### src/rtl/div_int_pkg.sv
// Shared types and constants for the iterative restoring divider.
package div_int_pkg;

    typedef enum logic [1:0] {
        IDLE = 2'd0,
        RUN  = 2'd1,
        DONE = 2'd2
    } state_t;

    localparam int DEFAULT_WIDTH = 32;

    // Step counter must hold 0..WIDTH-1 with headroom for the terminal compare.
    function automatic int cnt_width(input int width);
        return $clog2(width) + 1;
    endfunction

endpackage

### src/rtl/div_int_step.sv
// One restoring-division step: shift in the next dividend bit, trial-subtract, restore on borrow.
module div_int_step
    import div_int_pkg::*;
#(
    parameter int WIDTH = DEFAULT_WIDTH
) (
    input  logic [WIDTH:0]   rem,
    input  logic             dvd_msb,
    input  logic [WIDTH-1:0] divisor,
    output logic [WIDTH:0]   rem_next,
    output logic             q_bit
);

    logic [WIDTH+1:0] shifted;
    logic [WIDTH+1:0] trial;

    // Held remainder is always below the divisor, so its top bit is zero and the
    // extra guard bit here only carries the borrow.
    always_comb begin
        shifted = {rem, dvd_msb};
        trial   = shifted - {2'b00, divisor};
        if (!trial[WIDTH+1]) begin
            rem_next = trial[WIDTH:0];
            q_bit    = 1'b1;
        end else begin
            rem_next = shifted[WIDTH:0];
            q_bit    = 1'b0;
        end
    end

endmodule

### src/rtl/div_int.sv
// Iterative unsigned divider, one quotient bit per clock, start/busy/done handshake.
// Handshake: start is accepted on a rising edge while not busy (IDLE or DONE);
// done pulses for one cycle, and q/r/div_zero are valid from then until the next done.
module div_int
    import div_int_pkg::*;
#(
    parameter int WIDTH = DEFAULT_WIDTH
) (
    input  logic             clk,
    input  logic             rst_n,
    input  logic             start,
    input  logic [WIDTH-1:0] a,
    input  logic [WIDTH-1:0] b,
    output logic             busy,
    output logic             done,
    output logic [WIDTH-1:0] q,
    output logic [WIDTH-1:0] r,
    output logic             div_zero
);

    localparam int CW = cnt_width(WIDTH);

    state_t           state;
    state_t           state_next;
    logic             accept;
    logic             last_step;

    logic [WIDTH:0]   rem_q;
    logic [WIDTH-1:0] dvd_q;
    logic [WIDTH-1:0] dsr_q;
    logic [CW-1:0]    cnt_q;

    logic [WIDTH:0]   rem_next;
    logic             q_bit;

    div_int_step #(.WIDTH(WIDTH)) u_step (
        .rem      (rem_q),
        .dvd_msb  (dvd_q[WIDTH-1]),
        .divisor  (dsr_q),
        .rem_next (rem_next),
        .q_bit    (q_bit)
    );

    assign last_step = (cnt_q == CW'(WIDTH - 1));
    assign busy      = (state == RUN);
    assign done      = (state == DONE);

    always_ff @(posedge clk or negedge rst_n) begin
        if (!rst_n) begin
            state <= IDLE;
        end else begin
            state <= state_next;
        end
    end

    always_comb begin
        state_next = state;
        accept     = 1'b0;
        case (state)
            IDLE, DONE: begin
                state_next = IDLE;
                if (start) begin
                    accept     = 1'b1;
                    state_next = (b == '0) ? DONE : RUN;
                end
            end
            RUN: begin
                if (last_step) begin
                    state_next = DONE;
                end
            end
            default: state_next = IDLE;
        endcase
    end

    always_ff @(posedge clk or negedge rst_n) begin
        if (!rst_n) begin
            rem_q    <= '0;
            dvd_q    <= '0;
            dsr_q    <= '0;
            cnt_q    <= '0;
            q        <= '0;
            r        <= '0;
            div_zero <= 1'b0;
        end else if (accept) begin
            if (b == '0) begin
                q        <= '1;
                r        <= a;
                div_zero <= 1'b1;
            end else begin
                rem_q <= '0;
                dvd_q <= a;
                dsr_q <= b;
                cnt_q <= '0;
            end
        end else if (state == RUN) begin
            // The dividend register doubles as the quotient shift register.
            rem_q <= rem_next;
            dvd_q <= {dvd_q[WIDTH-2:0], q_bit};
            cnt_q <= cnt_q + 1'b1;
            if (last_step) begin
                q        <= {dvd_q[WIDTH-2:0], q_bit};
                r        <= rem_next[WIDTH-1:0];
                div_zero <= 1'b0;
            end
        end
    end

endmodule

### config.mk
export PLATFORM = sky130hd
export DESIGN_NAME = div_int
export DESIGN_NICKNAME = d
export VERILOG_FILES = /design/src/rtl/div_int_pkg.sv /design/src/rtl/div_int_step.sv /design/src/rtl/div_int.sv
export SDC_FILE = /design/constraint.sdc
export NUM_CORES = 1
export LEC_CHECK = 0
export ABC_AREA = 1
export CELL_PAD_IN_SITES_DETAIL_PLACEMENT = 1
export CELL_PAD_IN_SITES_GLOBAL_PLACEMENT = 1
export CORE_MARGIN = 2
export CORE_UTILIZATION = 35
export CTS_CLUSTER_DIAMETER = 120
export CTS_CLUSTER_SIZE = 16
export DETAILED_ROUTE_END_ITERATION = 12
export DONT_BUFFER_PORTS = 1
export PLACE_DENSITY_LB_ADDON = 0.1
export SLEW_MARGIN = 40
export SYNTH_ARGS = -nofsm -noshare
export SYNTH_HDL_FRONTEND = slang
export SYNTH_SLANG_ARGS = --single-unit
export TNS_END_PERCENT = 50
### constraint.sdc
create_clock -name clk -period 3 [get_ports clk]
set_input_delay 0.15 -clock clk [delete_from_list [all_inputs] [get_ports clk]]
set_output_delay 0.15 -clock clk [all_outputs]
set_load 0.05 [all_outputs]
# == Word-level counts from Yosys, hierarchy flattened ==
# Cells that the tools add are included.
# op_classes
add_sub_neg,2
eq_ne,6
muxes,29
bitwise_logic,1
reduce_logical,8
# ops
op,count
32-bit 2-to-1 mux,11
33-bit 2-to-1 mux,4
34-bit by 32-bit subtractor with 34-bit output,1
32-bit logical NOT,1
6-bit 2-to-1 mux,3
1-bit 2-to-1 mux,7
6-bit by 1-bit adder with 6-bit output (second input constant),1
6-bit by 5-bit equality test with 1-bit output (second input constant),1
2-bit 2-to-1 mux,3
2-bit by 1-bit != test with 1-bit output (second input constant),2
2-bit case mux with 2 select lines,1
2-bit AND reduction,2
2-bit nonzero test,2
3-bit AND reduction,1
2-bit by 1-bit equality test with 1-bit output (second input constant),1
2-bit equality test (second input constant),1
2-bit logical NOT,1
2-bit != test (second input constant),1
2-bit OR reduction,1
1-bit NOT,1
# word_totals
input_bits,67
out_inout_bits,67
reg_bits,170
elab_cells,54

# == Logic depth before layout (Yosys ltp) ==
# Gate-level depths: netlist of run 1.
# logic_depth
word_depth,5
ltp_mapped,19
depth_no_buf,18

# == Modules after synthesis ==
# A second synthesis of run 1 with hierarchy kept.
# hier_totals
cells_unflattened,1667
area_unflattened_um2,11075.6
# by_module_without_submodules
module,cells_per_inst,area_each_um2,seq_area_each_um2,n_inst
div_int,950,7549.7,4254.1,1
div_int_step,717,3525.9,0.0,1

# == Least setup slack after synthesis of run 1 ==
# Ideal clock, no wire load.
# synth_path
path_kind,reg2reg
start,register state[1]
end,register q[23]
path_slack_ps,761
path_stages_with_launch,8
arrival_time_ps,2172
synth_period_minus_slack_ps,2239
setup_ps,67
required_ps,2933
path_buffers,2
cell_sequence,dfrtp_1 nor2_1 nand2_1 nand2_1 clkbuf_1 buf_2 o21ai_0 nand2_1
# synth_via
word_cells_on_any_way,10
cone_classes,eq/ne (3); mux (2); reduce/logical (5)
# synth_rtl
item,line_no,source
"start, declared",div_int.sv:23,state_t state;
"start signal, assigned",div_int.sv:52,state <= state_next;
2-bit by 1-bit equality test with 1-bit output,n/a,
named net busy,div_int.sv:14,"output logic busy,"
2-bit nonzero test (no line),n/a,
3-bit AND reduction (no line),n/a,
"end signal, assigned",div_int.sv:102,"q <= {dvd_q[WIDTH-2:0], q_bit};"
"end, declared",div_int.sv:16,"output logic [WIDTH-1:0] q,"
# The timed path passes the listed nets, and every way through them passes these cells.
# A chain may end at the register's enable or synchronous reset.

# == Worst setup path in the final report of run 1 ==
# layout_path
start,register dvd_q[31]
end,register rem_q[32]
# layout_via
elab_chain_len,4
# layout_rtl
item,line_no,source
"start, declared",div_int.sv:29,logic [WIDTH-1:0] dvd_q;
"start signal, assigned",div_int.sv:99,"dvd_q <= {dvd_q[WIDTH-2:0], q_bit};"
34-bit by 32-bit subtractor with 34-bit output,div_int_step.sv:21,"trial = shifted - {2'b00, divisor};"
33-bit 2-to-1 mux,div_int_step.sv:22,if (!trial[WIDTH+1]) begin
33-bit 2-to-1 mux,div_int.sv:96,end else if (state == RUN) begin
33-bit 2-to-1 mux,div_int.sv:85,end else if (accept) begin
"end signal, assigned",div_int.sv:98,rem_q <= rem_next;
"end, declared",div_int.sv:28,logic [WIDTH:0] rem_q;
# No other way between the ends. The select of a mux whose other input is x is not followed.

==> metrics, run 1 <==
post-synth cell types 42; transition time at the pin with the least slew margin 0.665 ns; Max Clock Skew 0.0144 ns; CP Data Arrival Time about 3.1 ns; flops & latches, synth 170; top library cells by usage in the layout, fill and taps aside nand2_1 (500), inv_1 (234), dfrtp_1 (170), o21ai_0 (126), nand3_1 (106); Period Utilization, post-route 90.2%; fin. max-slew vios 0; Post-CTS Hold Fix Bufs 58; post-synthesis compound-gate area fraction a little over a tenth; number of global-route vias before repair 10500; startpoint of the lowest-slack register-to-register path dvd_q[31]; number of hold violations in the final report 170; gate count of the mapped netlist 1536; unrepaired setup endpoints after global routing no; sinks on the clock net 170; Crit path top cell by count nand3_1; synthesized net count 1637; violations in the final reports hold timing; maximum buffer depth of the clock tree 2; area of the die 32200 µm²; global-route wire length before repair 59400 µm; maximum number of pins on one net before global-route repair 171; clk slew on worst S/H paths 0.08 ns; Top-Level Pins 134; classification of the worst-slack hold path in2async; multiplexer share of the synthesized area 0%; die height 179 µm; max-cap violation count 0; end point of the critical path rem_q[32]; Port Buffer Count 0; nets between 1500 and 2000; most common cell after layout, fill and taps aside nand2_1; initial antenna violation count 0; core box area 30400 µm²; chain of cells forming the critical path inv_1, ha_1, inv_1, fa_1, nand2_1, nand3_1, nand3_1, nand2_1, nand2_1, nand3_1, a31oi_2, nand3_1, nand3_1, nand2_1; Antenna Violating Nets Remaining 0; clock buffers created by TritonCTS 17; clock tree from TritonCTS yes; global placer's final weighted congestion 0.878; outcome complete, but fails checks; kind of critical path reg2reg; setup slack on the worst flop-to-flop path 0.29 ns; via density per instance 5.00; detail-routed net length per standard cell approximately 19 µm; Critical Path Start dvd_q[31]; H-tree levels 4; Filler Cell Count 3848; xor-xnor portion of the synthesized cell area roughly 1.1%; Detailed Route WL 36900 µm; Yosys warning total 0; setup TNS 0 ns; setup-violating endpoint count in the final report 0; total congestion overflow 0; area growth from synthesis to layout 14.6%; initial standard-cell utilization of the core 35.4%; vias 9895; First DRT Iteration DRCs 515; per-instance average area after synthesis 7.02 µm²; layout cell share with drive strength beyond 1 8.72%; R2R Path End rem_q[32]; Pre-antenna DRT Iters 5; post-synthesis simple-gate area fraction 33.6%; CP startpoint kind flop; HPWL after detailed placement 27800 µm; required time of the critical path roughly 3.4 ns; Worst setup EP type flop; Adder-Cell Fraction of Synth Area 4.02%; final antenna diode count 0; worst skew pair latency 0.45 ns; CTS Root Cell clkbuf_16; main combinational cell family by area after synthesis simple AND/OR/NAND/NOR gates; reg2reg path depth 14; worst hold slack -0.605 ns; GR Util All Layers 23.4%; combined area of all synthesized cells 10800 µm²; sequential cell area fraction in the yosys report 39.5%; time the worst path needs with I/O delays and setup approximately 2.7 ns; normalized max-slew margin 55.7%; utilization of the core after routing 40.6%; Placement Rows 64; maximum fanout count along the critical path 4; number of DRC violations after detailed routing 0; Max stage delay cell, worst path fa_1; crit-path max cell delay 0.43 ns; Die Width 179 µm; timing-limited maximum frequency about 370 MHz
==> worst min-delay path by stage <==
stage,endpoint,slack [ns],depth (start not counted)
after floorplan,cnt_q[0],-0.15,0
after global placement,dsr_q[25],-0.14,0
after detailed placement,dsr_q[25],-0.14,0
after CTS,dsr_q[19],-0.63,0
after global routing,dsr_q[25],-0.63,0
final,dsr_q[19],-0.61,0
==> logic make-up (layout without fill, tap and decap cells) <==
| logic type | count (synthesis) | in the layout |
|---|---|---|
| adders and majority gates | 34 | 34 |
| AOI/OAI and AO/OA | 204 | 204 |
| buffers and inverters | 302 | 349 |
| xor gates and xnor gates | 14 | 14 |
| and+or+nand+nor | 812 | 812 |
| DFF | 170 | 170 |
==> timing repair <==
item | CTS | global route
setup endpoints to repair | 0 | 3
hold endpoints to repair | 228 | 170
setup buffers | 0 | 0
gates resized for setup | 0 | 3
==> synthesized netlist by cell type, drive strengths merged <==
master	n	area (µm²)
nand3b	1	7.51
inv	238	893
xnor2	1	8.76
fa	1	20.0
a31oi	11	68.8
ha	33	413
o211a	1	10.0
nor2	73	292
clkinv	1	3.75
nand4	50	313
xor2	13	114
o21ai	128	641
o21a	1	7.51
a21boi	32	240
buf	21	131
and2	2	12.5
a22o	1	8.76
a21o	4	30.0
clkbuf	42	158
and3	1	6.26
nand2	520	2030
dfrtp	170	4250
nand3	125	728
or2	33	206
a21oi	26	149
nor3	7	35.0
==> per-layer routing <==
layer  part of all wire, %  wire length, µm  track usage (%)
met1                    46            16800             30.2
met5                     0                0                0
met2                    49            18100             40.3
met4                   2.5              917             7.51
met3                   3.1             1150             3.57
==> state kept, by name, indices dropped and copies added (netlist names) <==
register	count
cnt_q	6
div_zero	1
dsr_q	32
dvd_q	32
q	32
r	32
rem_q	33
state	2
==> worst max-delay path: cells and delay by family, from the launching register on <==
kind                       cells  cell delay, ns
AOI/OAI and AO/OA              1            0.28
buffers and inverters          2            0.19
and+or+nand+nor                9            1.14
adders and majority gates      2            0.59
DFF                            1            0.39
==> through the flow <==
step | setup slack [ns] | std cells | cell area, µm²
2_1_floorplan | 0.761 | 1536 | 10800
3_3_place_gp | 0.274 | 1888 | 11200
3_5_place_dp | 0.235 | 1888 | 11200
4_1_cts | 0.194 | 1978 | 12300
5_1_grt | 0.0118 | 1979 | 12400
6_report | 0.294 | 1979 | 12400
==> area by class of cell <==
| type | count | area, µm² | share of cell area [%] |
|---|---|---|---|
| sequential | 170 | 4250 | 34.4 |
| tap | 396 | 495 | 4.01 |
| clock buffer | 19 | 453 | 3.67 |
| multi-input combinational | 1064 | 5360 | 43.4 |
| clock inverter | 13 | 128 | 1.03 |
| inverter | 239 | 897 | 7.26 |
| timing repair buffer | 78 | 759 | 6.15 |
Power of run 1 is left out: the tool's default activity adds up to more than one toggle a clock period on the data nets, which glitch-free logic cannot reach.
==> inputs of run 2 (changes only) <==
--- a/config.mk
+++ b/config.mk
@@ -6,6 +6,7 @@
 export NUM_CORES = 1
 export LEC_CHECK = 0
 export ABC_AREA = 1
+export ABC_CLOCK_PERIOD_IN_PS = 3000
 export CELL_PAD_IN_SITES_DETAIL_PLACEMENT = 1
 export CELL_PAD_IN_SITES_GLOBAL_PLACEMENT = 1
 export CORE_MARGIN = 2
@@ -15,6 +16,7 @@
 export DETAILED_ROUTE_END_ITERATION = 12
 export DONT_BUFFER_PORTS = 1
 export PLACE_DENSITY_LB_ADDON = 0.1
+export RECOVER_POWER = 100
 export SLEW_MARGIN = 40
 export SYNTH_ARGS = -nofsm -noshare
 export SYNTH_HDL_FRONTEND = slang
==> run 2 against run 1 <==
  * The flow still finishes with violations (hold timing)
  * Via count shrank 0.24%
  * Cell count is the same
  * Hold slack gained 0.0017 ns
  * Clock skew shrank 0.00089 ns
  * Design area shrank 0.85%
  * Setup slack lost 0.065 ns
  * Non-clock buffer count is the same
  * Critical path depth shrank 2
  * Largest cell class unchanged
==> metrics, run 2 (synthesized netlist as in run 1, its figures left out) <==
outcome complete, but fails checks; violations in the final reports hold timing; HPWL after detailed placement 27800 µm (unchanged); sinks on the clock net 170 (unchanged); clk slew on worst S/H paths 0.08 ns (about the same); clock tree from TritonCTS yes; detail-routed net length per standard cell 18.7 µm (about the same); CP Data Arrival Time 3.12 ns (+0.06 ns); kind of critical path reg2reg; worst skew pair latency 0.45 ns (about the same); Period Utilization, post-route 92.3% (+2.2 points); Placement Rows 64 (unchanged); most common cell after layout, fill and taps aside nand2_1; transition time at the pin with the least slew margin 1.13 ns (+0.469 ns); startpoint of the lowest-slack register-to-register path rem_q[23]; Max stage delay cell, worst path dfrtp_1; Worst setup EP type flop; H-tree levels 4 (unchanged); unrepaired setup endpoints after global routing no; via density per instance 4.99 (-0.24%); timing-limited maximum frequency 361 MHz (-2.3%); Largest register FFs 33 (unchanged); Antenna Violating Nets Remaining 0 (unchanged); First DRT Iteration DRCs 517 (+0.39%); fin. max-slew vios 0 (unchanged); maximum fanout count along the critical path 12 (+8); nets 1671 (unchanged); die height 179 µm (unchanged); GR Util All Layers 23.4% (unchanged); top library cells by usage in the layout, fill and taps aside nand2_1 (503), inv_1 (234), dfrtp_1 (170), o21ai_0 (126), nand3_1 (121); number of post-CTS setup repair buffers 0 (unchanged); classification of the worst-slack hold path in2async; time the worst path needs with I/O delays and setup 2.77 ns (+0.0645 ns); maximum number of pins on one net before global-route repair 171 (unchanged); area of the die 32200 µm² (unchanged); Filler Cell Count 3865 (+0.44%); initial antenna violation count 0 (unchanged); global placer's final weighted congestion 0.878 (unchanged); core box area 30400 µm² (unchanged); Top-Level Pins 134 (unchanged); global-route wire length before repair 59400 µm (unchanged); R2R Path End r[18]; reg2reg path depth 12 (-2); final antenna diode count 0 (unchanged); vias 9871 (-0.24%); CP startpoint kind flop; chain of cells forming the critical path ha_1, a21oi_1, o21ai_1, inv_1, nand2_2, a21oi_4, nand3_2, buf_4, nand4_1, nand3_1, nand2_1, inv_1; maximum buffer depth of the clock tree 2 (unchanged); worst hold slack -0.604 ns (+0.00169 ns); Port Buffer Count 0 (unchanged); clock buffers created by TritonCTS 17 (unchanged); Post-CTS Hold Fix Bufs 58 (unchanged); required time of the critical path 3.35 ns (about the same); Crit path top cell by count inv_1; CTS Root Cell clkbuf_16; normalized max-slew margin 24.4% (-31 points); initial standard-cell utilization of the core 35.4% (unchanged); setup-violating endpoint count in the final report 0 (unchanged); number of hold violations in the final report 170 (unchanged); number of DRC violations after detailed routing 0 (unchanged); total congestion overflow 0 (unchanged); footprint of the flip-flops and latches 4250 µm² (unchanged); setup TNS 0 ns (unchanged); crit-path max cell delay 0.43 ns (about the same); Max Clock Skew 0.0135 ns (-0.000894 ns); area of combinational cells with multiple inputs 5270 µm² (-1.7%); area growth from synthesis to layout 13.6%; layout cell share with drive strength beyond 1 7.39% (-1.3 points); Die Width 179 µm (unchanged); setup slack on the worst flop-to-flop path 0.23 ns (-0.06 ns); max-cap violation count 0 (unchanged); number of global-route vias before repair 10500 (unchanged); largest register by flop count rem_q; Detailed Route WL 36900 µm (about the same); Pre-antenna DRT Iters 5 (unchanged)
run 2: per-stage QoR:
step                      setup WS, ns  cells  hold WS, ns  cell area, µm²  utilization [%]
final                            0.230   1979       -0.604           12200             40.2
after global routing            0.0130   1979       -0.633           12200             40.2
after CTS                        0.194   1978       -0.632           12300             40.5
after detailed placement         0.235   1888       -0.137           11200             36.7
after global placement           0.274   1888       -0.135           11200             36.6
after floorplan                  0.761   1536       -0.146           10800                -
run 2: worst max path at each step:
stage               from        end  cells after the start
2_1_floorplan   state[1]      q[23]                      7
3_3_place_gp   dvd_q[31]  rem_q[32]                     14
3_5_place_dp   dvd_q[31]      r[26]                     18
4_1_cts        dvd_q[31]      r[26]                     18
5_1_grt        dvd_q[31]      r[26]                     18
6_report       rem_q[23]      r[18]                     12
run 2: layer usage:
layer	GRT usage [%]	share of wire [%]	vias up
met5	0	0	-
met4	7.51	2.5	0
met3	3.57	2.9	36
met2	40.3	49	137
met1	30.2	46	4791
li1	-	-	4907
run 2: worst max-delay path: cells and delay by family, from the launching register on:
kind | cells | cell delay [ns]
AO/OA/AOI/OAI | 3 | 0.65
adder cells (fa/ha/maj) | 1 | 0.40
buffers and inverters | 3 | 0.43
flip-flops | 1 | 0.43
AND/OR/NAND/NOR | 5 | 0.75
run 2: timing repair:
action / in CTS / in global routing
gates resized for setup: 0 / 3
endpoints found under the setup margin: 0 / 3
hold endpoints to repair: 228 / 170
run 2: cell type report:
cell class	instances	share of cell area, %
multi-input combinational	1064	43.0
sequential	170	34.7
inverter	239	7.33
timing repair buffer	78	6.10
tap	396	4.05
clock buffer	19	3.70
clock inverter	13	1.04
Power of run 2 is left out for the same reason.
